<file path="config.mk">
export PLATFORM = sky130hd
export DESIGN_NAME = mvm_engine
export DESIGN_NICKNAME = d
export VERILOG_FILES = /design/src/rtl/mvm_engine.sv
export SDC_FILE = /design/constraint.sdc
export NUM_CORES = 1
export LEC_CHECK = 0
export BUFFER_PORTS_ARGS = -buffer_cell sky130_fd_sc_hd__buf_2
export CAP_MARGIN = 10
export CORE_MARGIN = 1.5
export CORE_UTILIZATION = 67
export DETAILED_ROUTE_END_ITERATION = 6
export HOLD_SLACK_MARGIN = 0.02
export PLACE_DENSITY = 0.89
export SYNTH_ARGS = -nofsm -noshare
export SYNTH_HDL_FRONTEND = slang
export SYNTH_SLANG_ARGS = --single-unit
</file>
<file path="constraint.sdc">
create_clock -name clk -period 10.5 [get_ports clk]
set_input_delay 2.1 -clock clk [delete_from_list [all_inputs] [get_ports clk]]
set_output_delay 2.1 -clock clk [all_outputs]
set_load 0.05 [all_outputs]
</file>
<file path="src/rtl/mvm_engine.sv">
`default_nettype none
// +--------------------------------------------------------------------------+
// | mvm_engine                                                               |
// | 4x4 matrix-vector multiply accelerator fed by a one-read-per-cycle port.  |
// | Revision: 1.0                                                            |
// +--------------------------------------------------------------------------+
module mvm_engine #(
  parameter int DW = 16,
  parameter int AW = 16
) (
  input  logic          clk,
  input  logic          rst_n,
  input  logic          acc_start,
  input  logic [AW-1:0] mbase,
  input  logic [AW-1:0] vbase,
  output logic          mem_re,
  output logic [AW-1:0] mem_addr,
  input  logic [DW-1:0] mem_rdata,
  input  logic [1:0]    dic_idx,
  output logic [DW-1:0] dic_data,
  output logic [DW-1:0] hs_data,
  output logic          busy
);

  typedef enum logic [1:0] {
    IDLE  = 2'd0,
    RUN   = 2'd1,
    DRAIN = 2'd2,
    DONE  = 2'd3
  } state_t;

  localparam logic [4:0] c_vec_len    = 5'd4;
  localparam logic [4:0] c_last_issue = 5'd19;

  state_t        r_state;
  state_t        w_state_nxt;
  logic [4:0]    r_cnt;
  logic [AW-1:0] r_mbase;
  logic [AW-1:0] r_vbase;
  logic [DW-1:0] r_vec [4];
  logic [DW-1:0] r_res [4];
  logic          r_done;
  logic          r_err;
  logic          r_pend_vld;
  logic [4:0]    r_pend_k;

  logic          w_accept;
  logic          w_busy;
  logic          w_mem_re;
  logic [AW-1:0] w_addr;
  logic [3:0]    w_mat_k;
  logic [1:0]    w_row;
  logic [1:0]    w_col;
  logic [DW-1:0] w_prod;
  logic [DW-1:0] w_sum;

  always_ff @(posedge clk or negedge rst_n) begin
    if (!rst_n) begin
      r_state <= IDLE;
    end else begin
      r_state <= w_state_nxt;
    end
  end

  always_comb begin
    w_state_nxt = r_state;
    w_accept    = 1'b0;
    w_busy      = 1'b1;
    w_mem_re    = 1'b0;
    w_addr      = '0;
    case (r_state)
      IDLE: begin
        w_busy = 1'b0;
        if (acc_start) begin
          w_accept    = 1'b1;
          w_state_nxt = RUN;
        end
      end
      RUN: begin
        w_mem_re = 1'b1;
        // First four issues fetch the vector, the remaining sixteen walk the matrix row-major.
        if (r_cnt < c_vec_len) begin
          w_addr = r_vbase + AW'(r_cnt);
        end else begin
          w_addr = r_mbase + AW'(r_cnt - c_vec_len);
        end
        if (r_cnt == c_last_issue) begin
          w_state_nxt = DRAIN;
        end
      end
      DRAIN: w_state_nxt = DONE;
      DONE:  w_state_nxt = IDLE;
      default: w_state_nxt = IDLE;
    endcase
  end

  always_ff @(posedge clk or negedge rst_n) begin
    if (!rst_n) begin
      r_cnt   <= '0;
      r_mbase <= '0;
      r_vbase <= '0;
      r_done  <= 1'b0;
      r_err   <= 1'b0;
    end else begin
      if (w_accept) begin
        r_cnt   <= '0;
        r_mbase <= mbase;
        r_vbase <= vbase;
        r_done  <= 1'b0;
        r_err   <= 1'b0;
      end else if (acc_start && w_busy) begin
        r_err <= 1'b1;
      end
      if (r_state == RUN) begin
        r_cnt <= (r_cnt == c_last_issue) ? 5'd0 : r_cnt + 5'd1;
      end
      if (r_state == DONE) begin
        r_done <= 1'b1;
      end
    end
  end

  // Read data returns one cycle after issue, so remember what was asked for.
  always_ff @(posedge clk or negedge rst_n) begin
    if (!rst_n) begin
      r_pend_vld <= 1'b0;
      r_pend_k   <= '0;
    end else begin
      r_pend_vld <= w_mem_re;
      r_pend_k   <= r_cnt;
    end
  end

  assign w_mat_k = 4'(r_pend_k - c_vec_len);
  assign w_row   = w_mat_k[3:2];
  assign w_col   = w_mat_k[1:0];
  assign w_prod  = mem_rdata * r_vec[w_col];
  assign w_sum   = r_res[w_row] + w_prod;

  always_ff @(posedge clk or negedge rst_n) begin
    if (!rst_n) begin
      for (int i = 0; i < 4; i++) begin
        r_vec[i] <= '0;
        r_res[i] <= '0;
      end
    end else begin
      if (w_accept) begin
        for (int i = 0; i < 4; i++) begin
          r_res[i] <= '0;
        end
      end else if (r_pend_vld) begin
        if (r_pend_k < c_vec_len) begin
          r_vec[r_pend_k[1:0]] <= mem_rdata;
        end else begin
          r_res[w_row] <= w_sum;
        end
      end
    end
  end

  assign mem_re   = w_mem_re;
  assign mem_addr = w_addr;
  assign busy     = w_busy;
  assign hs_data  = {{(DW-3){1'b0}}, r_err, r_done, w_busy};
  assign dic_data = r_res[dic_idx];

endmodule
`default_nettype wire

</file>
==> results.yml <==
sta:
  setup_violations: 0
  rsz0062_at_grt: "no"
  slew_headroom: 0.252
  setup_ws_ns: 3.61
  fin_crit_ns: 6.89
  tightest_slew_ns: 1.12
  fin_tns_setup_ns: 0
  fin_skew_ns: 0.0110
  layout_worst_path_cycle_share: 0.657
  slew_violations: 0
  finalHoldViolations: 0
  max_freq_mhz: 145
clocking:
  clk_latency_ns: 0.44
  ctsLongestPathBuffers: 2
  htree_levels: 4
  post-cts-setup-buffers: 0
  cts.sinks: 175
  cts_hold_buf: 0
  cts_root_buf: "clkbuf_16"
  cts_buffers: 17
  cts_tree: "built"
  clk_pin_slew_ns: 0.06
  ctsResizeCount: 0
status:
  status: "finished clean"
flow_run:
  drv_cap: 0
die:
  die_h_um: 145
  initial_core_util: 0.687
  rows: 51
  pin_count: 103
  dieArea_um2: 20900
  die_w_um: 145
  core_um2: 19500
route:
  drt-total-wl_um: 32200
  ant_nets: 0
  dr.first_iter.drc_count: 923
  remaining_drc_errors: 0
  wl_per_cell_um: 20.0
  dr.pass1.iters: 6
  num_vias: 9826
  via_per_inst: 6.10
placement:
  dpl.cell_count: 1580
  dp_slack_ns: 3.23
  dp_hpwl_um: 22400
  io_buffers: 89
  routabilityCongestion: 0.917
yosys:
  synthesis.area_um2: 13400
  synth-edff-count: 0
  yosys.area.top_type: "dfrtp_1"
  ys_warn_count: 0
  synth-seq-cells: 175
  synth.distinct_cells: 49
  synth_top_flop_cell: "dfrtp_1"
  seq_area_frac_synth: 0.326
  yosys-top-cells-area: "dfrtp_1 33%, fa_1 14%, ha_1 8.0%"
  synth_top_area_frac: 0.326
  synth_cells: 1278
  synth_area_per_cell_um2: 10.5
  synthArstFlopShare: 1.00
setup_path:
  cp_cell_sequence: "buf_2 -> nand2_1 -> fa_1 -> fa_1 -> inv_1 -> ha_1 -> ha_1 -> inv_1 -> fa_1 -> inv_1 -> fa_1 -> a21o_1 -> a21oi_1 -> nor2b_1 -> or3_1 -> a21oi_1 -> o21a_1 -> o21ai_0 -> xnor2_1 -> o21ai_1"
  cp_data_arrival_time_ns: 7.20
  cpMaxStageDelayCell: "fa_1"
  path_class: "primary input to flop"
  crit_buf_inv: 4
  crit_top_cell: "fa_1"
  critPathLaunchType: "primary input"
  slowest_delay_ns: 0.54
  worstPathRequired_ns: 10.80
  path_max_fanout: 20
  critPathTopFamily: "adder cells"
  worstSetupEndpointType: "flop"
finish:
  final_util: 0.746
  drive_above_1_share: 0.184
  antenna_cells: 0
  mostFrequentLayoutCells: "206 x nand2_1, 175 x inv_1, 175 x dfrtp_1"
  finalNetCount: 1569
  final_cells: 1610
  syn2layout_area_growth_pct: 8.54
  final_common_cell: "nand2_1"
  fillers: 1237
global_route:
  grt_pass1_wl_um: 52100
  antenna_found_initial: 1
  grtUsageTotal: 0.333
  grt_pass1_vias: 10300
  grt_overflow: 0
  grt_max_degree: 71
hold_path:
  worstHoldPathType: "flop to flop"
## final cells by class
class,instances,area [µm²],share of cell area
inverters,175,657,0.0451
multi-input cells,867,8100,0.556
clock buffers,19,453,0.0311
clock inverters,11,131,0.00902
repair buffers,98,519,0.0356
well taps,265,332,0.0228
flip-flops and latches,175,4380,0.301
## logic make-up (layout without fill, tap and decap cells)
family / after synthesis / count (layout) / share of synthesized area
fa+ha+maj: 182 / 182 / 0.223
flops: 175 / 175 / 0.326
mux: 115 / 115 / 0.137
xor+xnor: 69 / 69 / 0.0461
simple gates: 333 / 333 / 0.110
other cells: 1 / 13 / 0.000279
buf+inv: 248 / 303 / 0.0752
compound gates: 155 / 155 / 0.0814
## path summary, 6_finish.rpt
check / startpoint / to / slack (ns) / cells after the start
worst min register to register: r_mbase[14] / r_mbase[14] / 0.49 / 2
min in group asynchronous: rst_n / r_vec[44] / 1.58 / 1
max in group asynchronous: rst_n / r_res[37] / 6.98 / 3
worst max register to register: r_pend_k[1] / r_res[63] / 3.68 / 19
worst min-delay path: r_mbase[14] / r_mbase[14] / 0.49 / 2
worst max-delay path: mem_rdata[0] / r_res[63] / 3.61 / 20
## synthesized netlist by cell type (all sizes together) (2+ instances only)
cell type	n
nand2	208
dfrtp	175
inv	175
fa	96
ha	86
mux2	65
and2	54
a22o	53
mux4	48
xnor2	47
clkbuf	44
nor2	32
a21oi	31
buf	29
o21ai	28
xor2	22
a21o	15
nand3	13
a211oi	9
and3	8
nor3	5
o21a	5
o21bai	5
nor2b	4
a211o	2
mux2i	2
nand4	2
o31ai	2
## tightest hold or removal path, stage by stage, from the launching register on
cell and delay (ns):
dfrtp_1 0.35, nand2_1 0.05, nand2_1 0.05
## flip-flops by register name, indices dropped and copies added (netlist names)
signal,count
r_res,64
r_vec,64
r_mbase,16
r_vbase,16
r_cnt,5
r_pend_k,5
r_state,2
r_done,1
r_err,1
r_pend_vld,1
## layer usage
| metal | vias up | share of wire | GRT usage |
|---|---|---|---|
| met5 | - | 0.00022 | 0 |
| met4 | 2 | 0.051 | 0.191 |
| met3 | 114 | 0.077 | 0.0646 |
| met2 | 537 | 0.50 | 0.551 |
| met1 | 4878 | 0.37 | 0.410 |
| li1 | 4295 | - | - |
## metrics by stage
stage / area, µm² / hold slack (ns)
6_report: 14600 / 0.489
5_1_grt: 14600 / 0.516
4_1_cts: 14600 / 0.491
3_5_place_dp: 14000 / 0.476
3_3_place_gp: 14000 / 0.468
2_1_floorplan: 13500 / 0.441
Power is left out: the tool's default activity adds up to more than one toggle a clock period on the data nets, which glitch-free logic cannot reach.
